===== config.mk =====
export PLATFORM = sky130hd
export DESIGN_NAME = fetch_unit
export DESIGN_NICKNAME = d
export VERILOG_FILES = /design/src/rtl/fetch_unit_pkg.sv /design/src/rtl/fetch_skid_buffer.sv /design/src/rtl/fetch_unit.sv
export SDC_FILE = /design/constraint.sdc
export NUM_CORES = 1
export LEC_CHECK = 0
export ABC_AREA = 1
export CAP_MARGIN = 20
export CELL_PAD_IN_SITES_DETAIL_PLACEMENT = 1
export CELL_PAD_IN_SITES_GLOBAL_PLACEMENT = 1
export CORE_AREA = 4 4 137 171
export CTS_BUF_LIST = sky130_fd_sc_hd__clkbuf_4 sky130_fd_sc_hd__clkbuf_8 sky130_fd_sc_hd__clkbuf_16
export DETAILED_ROUTE_END_ITERATION = 6
export DIE_AREA = 0 0 141 175
export PLACE_DENSITY_LB_ADDON = 0.1
export SYNTH_ARGS = -nofsm -noshare
export SYNTH_HDL_FRONTEND = slang
export SYNTH_SLANG_ARGS = --single-unit

===== constraint.sdc =====
create_clock -name clk_i -period 3.5 [get_ports clk_i]
set_input_delay 0.7 -clock clk_i [delete_from_list [all_inputs] [get_ports clk_i]]
set_output_delay 0.7 -clock clk_i [all_outputs]
set_load 0.05 [all_outputs]

===== src/rtl/fetch_unit_pkg.sv =====
// Shared definitions for the instruction-fetch stage: NOP encoding, FSM states, payload type.
package fetch_unit_pkg;

  localparam int unsigned XLEN = 32;

  localparam logic [XLEN-1:0] NOP_INSTR        = 32'h0000_0013;
  localparam logic [XLEN-1:0] RESET_PC_DEFAULT = 32'h0000_0000;
  localparam logic [XLEN-1:0] PC_STEP          = 32'd4;

  typedef enum logic [1:0] {
    S_REQ  = 2'd0,
    S_WAIT = 2'd1,
    S_KILL = 2'd2
  } fetch_state_e;

  typedef struct packed {
    logic [XLEN-1:0] instr;
    logic [XLEN-1:0] pc;
  } fetch_word_t;

  // Clear the byte-offset bits so every fetch address is word aligned.
  function automatic logic [XLEN-1:0] word_align(input logic [XLEN-1:0] addr);
    return addr & ~XLEN'(3);
  endfunction

endpackage


===== src/rtl/fetch_skid_buffer.sv =====
// One-entry {instr, pc} holding register that catches a fetched word while decode is stalled.
module fetch_skid_buffer
  import fetch_unit_pkg::*;
(
  input  logic            clk,
  input  logic            rst,
  input  logic            clear,
  input  logic            load,
  input  logic            drain,
  input  logic [XLEN-1:0] in_instr,
  input  logic [XLEN-1:0] in_pc,
  output logic            valid,
  output logic [XLEN-1:0] instr,
  output logic [XLEN-1:0] pc
);

  fetch_word_t entry;

  // Clear wins over load; load and drain never coincide because a full entry blocks new fetches.
  always_ff @(posedge clk) begin
    if (rst || clear) begin
      valid <= 1'b0;
      entry <= '{instr: NOP_INSTR, pc: '0};
    end else if (load) begin
      valid <= 1'b1;
      entry <= '{instr: in_instr, pc: in_pc};
    end else if (drain) begin
      valid <= 1'b0;
    end
  end

  assign instr = entry.instr;
  assign pc    = entry.pc;

endmodule


===== src/rtl/fetch_unit.sv =====
// IF stage: owns the PC, issues one outstanding imem fetch at a time and fills the IF/ID register.
module fetch_unit
  import fetch_unit_pkg::*;
#(
  parameter logic [31:0] RESET_PC = RESET_PC_DEFAULT
) (
  input  logic        clk_i,
  input  logic        rst_i,
  input  logic        stall_i,
  input  logic        flush_i,
  input  logic [31:0] branch_addr_i,
  output logic        imem_req_o,
  output logic [31:0] imem_addr_o,
  input  logic        imem_gnt_i,
  input  logic        imem_rvalid_i,
  input  logic [31:0] imem_rdata_i,
  output logic        ID_valid_o,
  output logic [31:0] ID_instr_o,
  output logic [31:0] ID_pc_o
);

  fetch_state_e    state, state_next;
  logic [XLEN-1:0] pc, resp_pc;
  logic            req, handshake, deliver;
  logic            skid_valid;
  logic [XLEN-1:0] skid_instr, skid_pc;
  logic            id_valid;
  logic [XLEN-1:0] id_instr, id_pc;

  // Fetch FSM state register.
  always_ff @(posedge clk_i) begin
    if (rst_i) state <= S_REQ;
    else       state <= state_next;
  end

  // Next state and request generation; a flush always suppresses the request for that cycle.
  always_comb begin
    state_next = state;
    req        = 1'b0;
    case (state)
      S_REQ: begin
        req = !flush_i && !skid_valid;
        if (req && imem_gnt_i) state_next = S_WAIT;
      end
      S_WAIT: begin
        if (flush_i) begin
          state_next = imem_rvalid_i ? S_REQ : S_KILL;
        end else if (imem_rvalid_i) begin
          req        = !stall_i && !skid_valid;
          state_next = (req && imem_gnt_i) ? S_WAIT : S_REQ;
        end
      end
      S_KILL: begin
        // The squashed response is the only one outstanding; once it lands we are free to refetch.
        if (imem_rvalid_i) state_next = S_REQ;
      end
      default: state_next = S_REQ;
    endcase
    if (rst_i) req = 1'b0;
  end

  assign handshake   = req && imem_gnt_i;
  assign deliver     = (state == S_WAIT) && imem_rvalid_i && !flush_i;
  assign imem_req_o  = req;
  assign imem_addr_o = pc;

  // PC and outstanding-fetch PC; redirect takes effect immediately, handshake advances sequentially.
  always_ff @(posedge clk_i) begin
    if (rst_i) begin
      pc      <= RESET_PC;
      resp_pc <= '0;
    end else if (flush_i) begin
      pc <= word_align(branch_addr_i);
    end else if (handshake) begin
      resp_pc <= pc;
      pc      <= pc + PC_STEP;
    end
  end

  fetch_skid_buffer u_skid (
    .clk      (clk_i),
    .rst      (rst_i),
    .clear    (flush_i),
    .load     (deliver && stall_i),
    .drain    (!stall_i && skid_valid),
    .in_instr (imem_rdata_i),
    .in_pc    (resp_pc),
    .valid    (skid_valid),
    .instr    (skid_instr),
    .pc       (skid_pc)
  );

  // IF/ID register: flush squashes, stall holds, otherwise take fresh word, then skid, else bubble.
  always_ff @(posedge clk_i) begin
    if (rst_i) begin
      id_valid <= 1'b0;
      id_instr <= NOP_INSTR;
      id_pc    <= '0;
    end else if (flush_i) begin
      id_valid <= 1'b0;
      id_instr <= NOP_INSTR;
    end else if (!stall_i) begin
      if (deliver) begin
        id_valid <= 1'b1;
        id_instr <= imem_rdata_i;
        id_pc    <= resp_pc;
      end else if (skid_valid) begin
        id_valid <= 1'b1;
        id_instr <= skid_instr;
        id_pc    <= skid_pc;
      end else begin
        id_valid <= 1'b0;
        id_instr <= NOP_INSTR;
      end
    end
  end

  assign ID_valid_o = id_valid;
  assign ID_instr_o = id_instr;
  assign ID_pc_o    = id_pc;

endmodule


## Word level (Yosys, flattened, before mapping)

Cells that the tools add are included.
Widths: inputs -> output; s select.

- $add $sub $neg: 1
- Eq/ne operators: 5
- Muxes and demuxes: 21
- Bitwise operators: 2
- Reductions and logical operators: 21

Operators by type and width:

| operator | number |
|---|---|
| $mux 32 | 6 |
| $add 32x3->32 const B | 1 |
| $mux 2 | 5 |
| $logic_and 1x1->1 | 9 |
| $mux 1 | 8 |
| $pmux 2 s3 | 1 |
| $reduce_and 3->1 | 2 |
| $reduce_bool 2->1 | 3 |
| $ne 2x2->1 const B | 2 |
| $logic_not 1->1 | 3 |
| $ne 3x3->1 const B | 1 |
| $eq 2x1->1 const B | 1 |
| $eq 2x2->1 const B | 1 |
| $logic_not 2->1 | 1 |
| $not 1->1 | 2 |
| $pmux 1 s2 | 1 |
| $reduce_and 2->1 | 1 |
| $reduce_or 2->1 | 1 |
| $logic_or 1x1->1 | 1 |

- Bits in registers: 196
- Bits of input ports: 70
- Output and inout bits: 98
- Word-level logic and storage cells: 60

## Longest topological paths before layout

- Depth after elaboration: 9
- Depth in mapped cells: 11
- Gate-level depth less buffers: 11

## Modules after synthesis

A second synthesis with hierarchy kept.

- Cells, all modules: 1,183
- Area total of the unflattened synthesis: 8,491.9 µm²

Modules (own cells, without submodules):

| module | instances | cells each | area each (µm²) | sequential area each (µm²) |
|---|---|---|---|---|
| fetch_unit | 1 | 898 | 6,125.9 | 2,542.4 |
| fetch_skid_buffer | 1 | 285 | 2,366.0 | 1,301.2 |

## Worst setup path before layout

OpenSTA, ideal clock, no wires.

- Kind: input -> output
- From: in rst_i
- To: out imem_req_o
- Arrival: 1.547 ns
- Data required time: 2.800 ns
- Path slack: 1.253 ns
- Cell stages on the path: 5
- Buffers on the path: 2
- Cell sequence: buf_2 > inv_2 > buf_1 > nand2_1 > inv_1

- Cells in the longest elaborated chain, start to end: 1

Ends and longest elaborated chain:

| item | line | source |
|---|---|---|
| start: declaration | fetch_unit.sv:8 | `input logic rst_i,` |
| $mux 1 | fetch_unit.sv:59 | `if (rst_i) req = 1'b0;` |
| end: declaration | fetch_unit.sv:12 | `output logic imem_req_o,` |

Every way passes these cells.

## Worst setup path after layout

- From: in flush_i
- To: out imem_req_o

- Cells in the longest elaborated chain, start to end: 4
- Elaborated cells between the ends (all ways): 5
- Those cells by class: 3 x mux; 2 x reduce/logical

Ends and longest elaborated chain:

| item | line | source |
|---|---|---|
| start: declaration | fetch_unit.sv:10 | `input logic flush_i,` |
| $logic_not 1->1 | fetch_unit.sv:42 | `req = !flush_i && !skid_valid;` |
| $logic_and 1x1->1 | fetch_unit.sv:42 |  |
| $pmux 1 s2 (*) | fetch_unit.sv:40 | `case (state)` |
| $mux 1 (*) | fetch_unit.sv:59 |  |

Every way passes the cells marked *; elsewhere a longest branch is shown, timed or not.

==> flow_summary.yaml <==
die:
  rows: 60
  fp.dieW_um: 141
  initial_core_util_pct: 38.73
  design.core.area_sq_um: 21620
  die-area_sq_um: 24680
  die_y_um: 175
  ios: 168
yosys:
  syn-cell-area_sq_um: 8374
  synthFlopType: "dfxtp_1"
  yosysMostFrequentCell: "nand2_1"
  synth_top_family_by_area: "simple AND/OR/NAND/NOR gates"
  ys_warn_count: 0
  synth_edf_count: 0
  ys_async_sr_fraction_pct: 0
  synth_mux_area_share_pct: 0
  yosys.area_share.simple_pct: 25.91
  syn_avg_cell_area_sq_um: 6.887
  synth-seq-cells: 188
  synth_top_area_share_pct: 44.94
  synth_xor_area_share_pct: 0.6275
  syn-instance-count: 1216
  synth-seq-area-share_pct: 44.94
  synthTopCellsByArea: "dfxtp_1 (45%), nand2_1 (10%), nor2_1 (9.5%)"
  yosys.area.top_type: "dfxtp_1"
  synth_cell_types: 29
  synth_compound_area_share_pct: 19.96
  yosys.area_share.adder_pct: 0.1494
  synthTopCellsByCount: "nand2_1 (234), nor2_1 (211), dfxtp_1 (188)"
timing:
  tns_ns: 0
  whs_ns: 0.4604
  relSlewSlack_pct: 50.88
  slew_viol_final: 0
  final_hold_viol_count: 0
  fin_skew_ns: 0.01559
  fin_crit_sh_pct: 76.56
  fmax_mhz: 373.2
  finalCriticalPeriod_ns: 2.680
  rsz0062_at_grt: "no"
  setup_viol: 0
  worst_slew_pin_slew_ns: 0.7368
setup_path:
  cp_slowest_cell: "clkdlybuf4s50_1"
  critPathArrivalTime_ns: 1.98
  crit_top_cell: "nand2_1"
  critPathCaptureType: "output port"
  critical_path_class: "in2out"
  reg2reg_depth: 10
  crit_path_max_fanout: 6
  path_cells: "clkdlybuf4s50_1 -> inv_4 -> nand4_1 -> nand2_1 -> nand2_1 -> inv_1 -> buf_12"
  required_ns: 2.80
  critPathMaxStageDelay_ns: 0.59
  worst_setup_path_start_kind: "input pin"
worst_hold_path:
  hold_path_depth: 2
  hp-class: "reg2reg"
power_and_ir_drop:
  ir_worst_vdd_uv: 330.0
  p_switching_mw: 1.353
  p_comb_share_pct: 12.2
  intPower_mw: 3.337
  power_frac_seq_pct: 48.3
  p_clk_share_pct: 39.5
  leakagePower_nw: 3.877
  switching_share_pct: 28.84
  p_per_area_nw_per_um2: 439.4
cts:
  cts-resized-gates: 0
  postCtsHoldBufs: 0
  clk_latency_ns: 0.43
  htree_levels: 4
  numClockSinks: 188
  postCtsSetupRepairBufs: 0
  clockRootBuffer: "clkbuf_16"
  clk_pin_slew_ns: 0.06
  cts_buffer_depth: 2
  cts_tree: "built"
  numCtsBuffers: 17
placement:
  dp_hpwl_um: 18220
  gp_congestion: 0.8330
  port_buffers: 161
grt:
  grt_pass1_vias: 8470
  grt_max_degree: 93
  antenna_found_initial: 0
  grt_usage_pct: 21.67
  grt_pass1_wl_um: 43610
  globalRouteOverflowTotal: 0
drt:
  ant_nets: 0
  drt_iter0_markers: 274
  drt-vias-per-instance: 5.099
  drt_first_pass_iters: 4
  drc: 0
  wl_per_cell_um: 16.58
  num_vias: 8296
  wirelength_um: 26980
run_status:
  status: "finished clean"
flow_run:
  maxCapViolCount: 0
finish:
  syn_to_final_growth_pct: 27.43
  nets: 1407
  num_antenna_cells: 0
  drive_gt1_share_pct: 5.490
[metrics by stage]
| step | std cells | utilization, % | worst slack, ns | power [mW] | area (sq um) |
|---|---|---|---|---|---|
| global placement | 1596 | 46.82 | 0.5906 | 2.877 | 10120 |
| floorplan | 1219 | - | 1.253 | 2.639 | 8386 |
| finish | 1627 | 49.36 | 0.8204 | 4.689 | 10670 |
| detailed placement | 1596 | 46.82 | 0.4755 | 2.887 | 10120 |
| CTS | 1627 | 49.36 | 0.8474 | 4.741 | 10670 |
| global route | 1627 | 49.36 | 0.7669 | 4.892 | 10670 |
[final cells by class]
type,instances,area [sq um]
fillers,2810,10950
multi-input cells,872,3926
flip-flops and latches,188,3764
repair buffers,181,1797
clock buffers,17,425.4
well taps,279,349.1
inverters,76,287.8
clock inverters,14,122.6
[critical path: cells and delay by family]
family	cells	cell delay (ns)
buffers and inverters	4	0.99
and+or+nand+nor	3	0.27
[cell usage in the layout (no fill, tap or decap), drive strengths merged, types with 2 or more instances in the layout]
cell	n
clkbuf	17
clkdlybuf4s50	160
a21oi	112
nand4	2
o31ai	2
nor2	222
a31oi	2
nand3	68
o21bai	11
buf	21
and2	2
dfxtp	188
inv	86
conb	4
xor2	6
o21ai	200
nor3	2
nand2	237
clkinv	3
[final timing paths]
kind / start / to / slack, ns
min: u_skid.pc[10]$_SDFFE_PP0P_ / u_skid.pc[10]$_SDFFE_PP0P_ / 0.46
max: flush_i / imem_req_o / 0.82
min reg2reg: u_skid.pc[10]$_SDFFE_PP0P_ / u_skid.pc[10]$_SDFFE_PP0P_ / 0.46
max reg2reg: u_skid.valid$_SDFFE_PP0P_ / imem_addr_o[23]$_SDFFE_PP0P_ / 1.23
[cell families after synthesis]
logic type | after synthesis
adders and majority gates | 1
other | 1
xor gates and xnor gates | 6
AOI/OAI and AO/OA | 327
DFF | 188
buffers and inverters | 159
and+or+nand+nor | 534
[flip-flops by register name, indices dropped and copies added (netlist names)]
name / count
ID_valid_o: 1
u_skid.valid: 1
ID_pc_o: 30
ID_instr_o: 32
u_skid.pc: 30
imem_addr_o: 30
resp_pc: 30
state: 2
u_skid.instr: 32
[layer usage]
| metal | share of wire [%] | GRT usage, % |
|---|---|---|
| met1 | 45 | 26.78 |
| met2 | 50 | 39.28 |
| met3 | 4.0 | 3.668 |
| met4 | 1.1 | 4.766 |
| met5 | 0 | 0 |
[power groups by stage]
stage	sequential [mW]	combinational (mW)	clock, mW
3_5_place_dp	2.31	0.574	0
4_1_cts	2.26	0.578	1.90
6_report	2.26	0.573	1.85
3_3_place_gp	2.31	0.566	0
5_1_grt	2.27	0.625	1.99
2_1_floorplan	2.40	0.239	0
(Power assumes the default switching activity.)
